### src/rtl/rst_ctrl_pkg.sv
// Shared definitions for the reset controller: FSM state encoding, reset-cause
// codes and the cause-priority helper.
package rst_ctrl_pkg;

  localparam logic [1:0] ST_IDLE   = 2'd0;
  localparam logic [1:0] ST_ASSERT = 2'd1;
  localparam logic [1:0] ST_HOLD   = 2'd2;

  localparam logic [1:0] CAUSE_POR = 2'd0;
  localparam logic [1:0] CAUSE_BTN = 2'd1;
  localparam logic [1:0] CAUSE_SW  = 2'd2;
  localparam logic [1:0] CAUSE_WDT = 2'd3;

  // Simultaneous requests resolve watchdog > software > button.
  function automatic logic [1:0] sel_cause(input logic wdt_req, input logic sw_req);
    if (wdt_req)     return CAUSE_WDT;
    else if (sw_req) return CAUSE_SW;
    else             return CAUSE_BTN;
  endfunction

endpackage

### src/rtl/rst_debounce.sv
// Two-flop synchroniser followed by a debounce filter for an active-low button;
// the filtered level changes only after the input holds a new level long enough.
module rst_debounce
  import rst_ctrl_pkg::*;
#(
  parameter int DEBOUNCE_CYCLES = 50000
) (
  input  logic i_clk,
  input  logic i_rst_n,
  input  logic i_async_n,
  output logic o_db
);

  localparam int             CW   = $clog2(DEBOUNCE_CYCLES + 1);
  localparam logic [CW-1:0]  LAST = CW'(DEBOUNCE_CYCLES - 1);

  logic          r_s1;
  logic          r_s2;
  logic          r_db;
  logic [CW-1:0] r_cnt;

  // Any return to the accepted level restarts the count.
  always_ff @(posedge i_clk or negedge i_rst_n) begin
    if (!i_rst_n) begin
      r_s1  <= 1'b1;
      r_s2  <= 1'b1;
      r_db  <= 1'b1;
      r_cnt <= '0;
    end else begin
      r_s1 <= i_async_n;
      r_s2 <= r_s1;
      if (r_s2 != r_db) begin
        if (r_cnt == LAST) begin
          r_db  <= r_s2;
          r_cnt <= '0;
        end else begin
          r_cnt <= r_cnt + CW'(1);
        end
      end else begin
        r_cnt <= '0;
      end
    end
  end

  assign o_db = r_db;

endmodule

### src/rtl/rst_ctrl.sv
// Board reset controller: merges POR, debounced button, software request and
// optional watchdog (compiled in with RST_CTRL_WDT_EN) into a stretched reset.
module rst_ctrl
  import rst_ctrl_pkg::*;
#(
  parameter int DEBOUNCE_CYCLES = 50000,
  parameter int STRETCH_CYCLES  = 1024,
  parameter int WDT_CYCLES      = 16777216
) (
  input  logic       sys_clk_pad_i,
  input  logic       rst_n_pad_i,
  input  logic       btn_n_i,
  input  logic       sw_rst_req_i,
  input  logic       wdt_en_i,
  input  logic       wdt_kick_i,
  output logic       rst_n_o,
  output logic [1:0] rst_cause_o
);

  localparam int              SCW    = $clog2(STRETCH_CYCLES + 1);
  localparam logic [SCW-1:0]  S_LAST = SCW'(STRETCH_CYCLES - 1);

  logic           w_btn_db;
  logic           r_btn_db_d;
  logic           r_sw_s1;
  logic           r_sw_s2;
  logic           r_sw_d;
  logic [1:0]     r_state;
  logic [1:0]     w_state_nxt;
  logic [SCW-1:0] r_cnt;
  logic [SCW-1:0] w_cnt_nxt;
  logic           r_rst_n;
  logic [1:0]     r_cause;
  logic           w_btn_req;
  logic           w_sw_req;
  logic           w_wdt_req;
  logic           w_any_req;

  rst_debounce #(
    .DEBOUNCE_CYCLES(DEBOUNCE_CYCLES)
  ) u_btn_db (
    .i_clk    (sys_clk_pad_i),
    .i_rst_n  (rst_n_pad_i),
    .i_async_n(btn_n_i),
    .o_db     (w_btn_db)
  );

  always_ff @(posedge sys_clk_pad_i or negedge rst_n_pad_i) begin
    if (!rst_n_pad_i) begin
      r_sw_s1    <= 1'b0;
      r_sw_s2    <= 1'b0;
      r_sw_d     <= 1'b0;
      r_btn_db_d <= 1'b1;
    end else begin
      r_sw_s1    <= sw_rst_req_i;
      r_sw_s2    <= r_sw_s1;
      r_sw_d     <= r_sw_s2;
      r_btn_db_d <= w_btn_db;
    end
  end

  assign w_btn_req = r_btn_db_d & ~w_btn_db;
  assign w_sw_req  = r_sw_s2 & ~r_sw_d;

`ifdef RST_CTRL_WDT_EN
  localparam int              WCW    = $clog2(WDT_CYCLES + 1);
  localparam logic [WCW-1:0]  W_LAST = WCW'(WDT_CYCLES - 1);

  logic           r_en_s1;
  logic           r_en_s2;
  logic           r_kick_s1;
  logic           r_kick_s2;
  logic           r_kick_d;
  logic [WCW-1:0] r_wdt_cnt;
  logic           w_kick_rise;

  assign w_kick_rise = r_kick_s2 & ~r_kick_d;
  // A kick landing on the terminal count suppresses the expiry.
  assign w_wdt_req   = (r_state == ST_IDLE) & r_en_s2 & ~w_kick_rise & (r_wdt_cnt == W_LAST);

  always_ff @(posedge sys_clk_pad_i or negedge rst_n_pad_i) begin
    if (!rst_n_pad_i) begin
      r_en_s1   <= 1'b0;
      r_en_s2   <= 1'b0;
      r_kick_s1 <= 1'b0;
      r_kick_s2 <= 1'b0;
      r_kick_d  <= 1'b0;
      r_wdt_cnt <= '0;
    end else begin
      r_en_s1   <= wdt_en_i;
      r_en_s2   <= r_en_s1;
      r_kick_s1 <= wdt_kick_i;
      r_kick_s2 <= r_kick_s1;
      r_kick_d  <= r_kick_s2;
      if ((r_state != ST_IDLE) || !r_en_s2 || w_kick_rise || w_wdt_req)
        r_wdt_cnt <= '0;
      else
        r_wdt_cnt <= r_wdt_cnt + WCW'(1);
    end
  end
`else
  logic w_unused_wdt;
  assign w_unused_wdt = &{1'b0, wdt_en_i, wdt_kick_i, WDT_CYCLES[0]};
  assign w_wdt_req    = 1'b0;
`endif

  assign w_any_req = w_btn_req | w_sw_req | w_wdt_req;

  always_comb begin
    w_state_nxt = r_state;
    w_cnt_nxt   = r_cnt;
    case (r_state)
      ST_IDLE: begin
        if (w_any_req) begin
          w_state_nxt = ST_ASSERT;
          w_cnt_nxt   = '0;
        end
      end
      ST_ASSERT: begin
        if (r_cnt == S_LAST) begin
          w_state_nxt = w_btn_db ? ST_IDLE : ST_HOLD;
          w_cnt_nxt   = '0;
        end else begin
          w_cnt_nxt = r_cnt + SCW'(1);
        end
      end
      ST_HOLD: begin
        if (w_btn_db) w_state_nxt = ST_IDLE;
      end
      default: begin
        w_state_nxt = ST_ASSERT;
        w_cnt_nxt   = '0;
      end
    endcase
  end

  // Output flop follows the next state so the reset moves on the same edge as the FSM.
  always_ff @(posedge sys_clk_pad_i or negedge rst_n_pad_i) begin
    if (!rst_n_pad_i) begin
      r_state <= ST_ASSERT;
      r_cnt   <= '0;
      r_rst_n <= 1'b0;
      r_cause <= CAUSE_POR;
    end else begin
      r_state <= w_state_nxt;
      r_cnt   <= w_cnt_nxt;
      r_rst_n <= (w_state_nxt == ST_IDLE);
      if ((r_state == ST_IDLE) && w_any_req)
        r_cause <= sel_cause(w_wdt_req, w_sw_req);
    end
  end

  assign rst_n_o     = r_rst_n;
  assign rst_cause_o = r_cause;

endmodule

### config.mk
export PLATFORM = sky130hd
export DESIGN_NAME = rst_ctrl
export DESIGN_NICKNAME = d
export VERILOG_FILES = /design/src/rtl/rst_ctrl_pkg.sv /design/src/rtl/rst_debounce.sv /design/src/rtl/rst_ctrl.sv
export SDC_FILE = /design/constraint.sdc
export NUM_CORES = 1
export LEC_CHECK = 0
export CORE_ASPECT_RATIO = 1.1
export CORE_MARGIN = 1
export CORE_UTILIZATION = 43
export CTS_BUF_LIST = sky130_fd_sc_hd__clkbuf_2
export CTS_CLUSTER_SIZE = 40
export DETAILED_ROUTE_END_ITERATION = 6
export PLACE_DENSITY = 0.6
export SYNTH_ARGS = -nofsm -noshare
export SYNTH_HDL_FRONTEND = slang
export SYNTH_HIERARCHICAL = 1
export SYNTH_SLANG_ARGS = --single-unit
export TNS_END_PERCENT = 20
### constraint.sdc
create_clock -name sys_clk_pad_i -period 2.65 [get_ports sys_clk_pad_i]
set_clock_uncertainty 0.1 [all_clocks]
set_input_delay 0.53 -clock sys_clk_pad_i [delete_from_list [all_inputs] [get_ports sys_clk_pad_i]]
set_output_delay 0.53 -clock sys_clk_pad_i [all_outputs]
set_load 0.01 [all_outputs]
# After elaboration in Yosys (flattened, before gate mapping)
# Cells that the tools add are included.
# op_classes
bitwise	6
reduce_logical	5
add_sub_neg	2
muxes	11
eq_ne	6
# ops
cell	count
$pmux 11 s3	1
$mux 16	2
$mux 11	2
$add 16x1->16 const B	1
$eq 16x16->1 const B	1
$add 11x1->11 const B	1
$eq 11x10->1 const B	1
$mux 2	5
$pmux 2 s3	1
$logic_not 2->1	2
$reduce_and 2->1	2
$not 1->1	3
$and 1x1->1	2
$eq 2x1->1 const B	1
$eq 2x2->1 const B	1
$ne 2x2->1 const B	1
$logic_and 1x1->1	1
$ne 1x1->1	1
$or 1x1->1	1
# word_totals
word_cells	42
output_inout_bits	3
reg_bits	39
in_bits	6

# Depth between registers and ports, before layout
# depth
ltp_word	6
ltp_mapped	6
ltp_nobuf	5

# Modules after synthesis
# Netlist, hierarchy kept.
# modules_own_cells
mod	area_per_inst_um2	instances	seq_area_each_um2	cells_per_inst
rst_ctrl	953.4	1	503.0	87
rst_debounce	940.9	1	479.2	83

# Worst setup path before layout
# No wires, ideal clock.
# synth_path
kind	register -> register
from	reg, netlist name r_cnt[0]
to	reg, netlist name r_cnt[7]
period_less_slack_ns	1.828
arrival_ns	1.604
stages_incl_launch_ff	6
n_path_buf	0
path_slack_ns	0.822
setup_time_ns	0.124
required_ns	2.426
path_cell_list	dfrtp_1 -> ha_1 -> nand3_2 -> o41a_4 -> and3_1 -> a211o_1

==> impl_metrics.env <==
export IMPL_initial_core_util_pct=46.4
export IMPL_setup_viol=0
export IMPL_tritoncts="built"
export IMPL_final_util_pct=49.7
export IMPL_arrival_ps=2160
export IMPL_synth_most_common_cell="dfrtp_1"
export IMPL_async_flop_share_pct=100
export IMPL_r2r_end="r_cnt[3]"
export IMPL_dieArea_um2=4680
export IMPL_rr_worst_depth=5
export IMPL_drc_errors=0
export IMPL_rows=24
export IMPL_htree_levels=2
export IMPL_yosys_area_share_simple_pct=26.1
export IMPL_firstDrtPassIters=6
export IMPL_vias=1300
export IMPL_r2r_start="r_cnt[0]"
export IMPL_cts_clk_slew_worst_paths_ps=180
export IMPL_finalCritPeriodShare_pct=74.9
export IMPL_io_buffers=6
export IMPL_seq_area_frac_synth_pct=51.8
export IMPL_drtIter0Drc=56
export IMPL_die_w_um=65.3
export IMPL_rsz0062_at_grt="false"
export IMPL_p_per_area_nw_per_um2=567
export IMPL_ys_top_cells_by_area="dfrtp_1 (45%), dfstp_2 (6.9%), xnor2_1 (6.0%)"
export IMPL_tns_ps=0
export IMPL_antenna_found_initial=0
export IMPL_die_h_um=71.6
export IMPL_synthesis_instances=170
export IMPL_max_cap_violations=0
export IMPL_coreArea_um2=4080
export IMPL_postCtsSetupRepairBufs=0
export IMPL_ios=9
export IMPL_path_class="reg2reg"
export IMPL_p_leak_nw=0.856
export IMPL_place_area_um2=1990
export IMPL_synth_nets=178
export IMPL_antenna_cells=0
export IMPL_synth_edf_count=0
export IMPL_cts_buffers=5
export IMPL_synthXorXnorAreaFrac_pct=7.86
export IMPL_synth_top_family_by_area="simple AND/OR/NAND/NOR gates"
export IMPL_syn_cell_area_um2=1890
export IMPL_final_cells=232
export IMPL_finalInstanceArea_um2=2030
export IMPL_grt_pass1_wl_um=5930
export IMPL_clock_tree_buffer_depth=2
export IMPL_r2r_setup_slack_ps=660
export IMPL_hold_viol=0
export IMPL_ys_top_cells_by_count="dfrtp_1 (34), nor2_1 (21), xnor2_1 (13)"
export IMPL_cp_required_ps=2820
export IMPL_yosysWarnings=6
export IMPL_yosysTopAreaCellShare_pct=44.9
export IMPL_dp_hpwl_um=2270
export IMPL_routed_wl_um=3260
export IMPL_cts_hold_buf=0
export IMPL_synth_top_area_cell="dfrtp_1"
export IMPL_end_kind="flip-flop"
export IMPL_gr_total_overflow=0
export IMPL_vias_per_cell=5.60
export IMPL_critPathLaunchType="flip-flop"
export IMPL_hp_class="in2async"
export IMPL_drive_above_1_share_pct=18.9
export IMPL_maxSlewHeadroom_pct=44.8
export IMPL_tightest_slew_ps=827
export IMPL_fin_nets=187
export IMPL_routedWlPerCell_um=14.1
export IMPL_syn_area_per_cell_um2=11.1
export IMPL_synth_compound_area_share_pct=8.85
export IMPL_timing_hold_ws_ps=117
export IMPL_cts_resized_gates=0
export IMPL_ys_ff_latch=39
export IMPL_synth_area_mux_share_pct=1.72
export IMPL_synthAdderAreaFrac_pct=1.32
export IMPL_fin_crit_ps=1990
export IMPL_cts_root_buf="clkbuf_2"
export IMPL_fmaxAchievable_mhz=504
export IMPL_status="finished, final reports clean"
export IMPL_antenna_left=0
export IMPL_path_max_fanout=9
export IMPL_syn_to_final_growth_pct=7.07
export IMPL_maxSlewViolCount=0
export IMPL_synthFlopType="dfrtp_1"
export IMPL_dp_cells=224
export IMPL_grt_max_degree=40
export IMPL_vdd_drop_max_mv=0.349
export IMPL_gr_usage_all_layers_pct=16.7
export IMPL_yosysUniqueCellTypes=49
export IMPL_grt_pass1_vias=1317
export IMPL_clkSinkCount=39
export IMPL_place_congestion=0.777
export IMPL_insertion_delay_ps=380
-- stage by stage --
step	power [mW]	setup slack, ps
2_1_floorplan	0.870	822
3_3_place_gp	0.904	731
3_5_place_dp	0.914	681
4_1_cts	1.17	665
5_1_grt	1.23	601
6_report	1.15	665
-- registers in the layout, summed over array words and instances (netlist names), 2 cells and up --
name            flops
r_cnt              11
r_state             2
rst_cause_o         2
u_btn_db/r_cnt     16
-- metal layers --
metal  track usage (%)  wire length, um  up-vias
li1                  -                -      625
met2              29.3             1700       15
met5                 0                0        -
met3              4.14               83        7
met4              7.49               60        0
met1              19.0             1420      653
-- logic make-up (layout without fill, tap and decap cells) --
| kind of cell | after synthesis | after routing |
|---|---|---|
| AO/OA/AOI/OAI | 19 | 19 |
| AND/OR/NAND/NOR | 81 | 81 |
| adder cells (fa/ha/maj) | 2 | 2 |
| XOR/XNOR | 17 | 17 |
| buffers and inverters | 9 | 19 |
| multiplexers | 3 | 3 |
| flip-flops | 39 | 39 |
-- worst max-delay path: stages, from the launching register on --
cell     delay [ps]
dfrtp_1         420
ha_1            240
nand3_2         140
o41a_4          550
and3_1          180
a221o_1         250
-- cell usage in the layout (no fill, tap or decap), types with 2 or more instances in the layout --
cell type and n:
and2_1 2, inv_1 5, xnor2_1 13, a22o_1 3, dfrtp_1 34, nor2_2 3, nand2_1 6, ha_1 2
nor4_2 4, nand4_1 6, clkdlybuf4s50_1 5, nor4b_1 2, clkbuf_2 6, mux2_2 2, a31oi_1 2, a22o_2 2
or2_2 2, nand2b_1 3, and3_1 5, nor3_1 8, nor2b_1 2, nor2_1 21, dfstp_2 5, nand3_1 7
a211o_1 2, xor2_1 4
-- cell type report --
type / instances / area [um2]
timing repair buffer: 6 / 55.1
clock buffer: 6 / 30.0
clock inverter: 2 / 8.76
multi-input combinational: 122 / 868
sequential: 39 / 982
fill: 380 / 2060
tap: 52 / 65.1
inverter: 5 / 18.8
-- report_power, final --
part	switching [mW]	internal, mW
Sequential	0.0862	0.656
Clock	0.183	0.0649
Combinational	0.0677	0.0927
-- worst max path at each step --
stage,startpoint,to,slack [ps],depth (start not counted)
after floorplan,r_cnt[0],r_cnt[7],820,5
after global placement,r_cnt[0],r_cnt[5],730,5
after detailed placement,r_cnt[0],r_cnt[5],680,5
after CTS,r_cnt[0],r_cnt[7],670,5
after global routing,r_cnt[0],r_cnt[7],600,5
final,r_cnt[0],r_cnt[3],660,5
(Power assumes the default switching activity.)
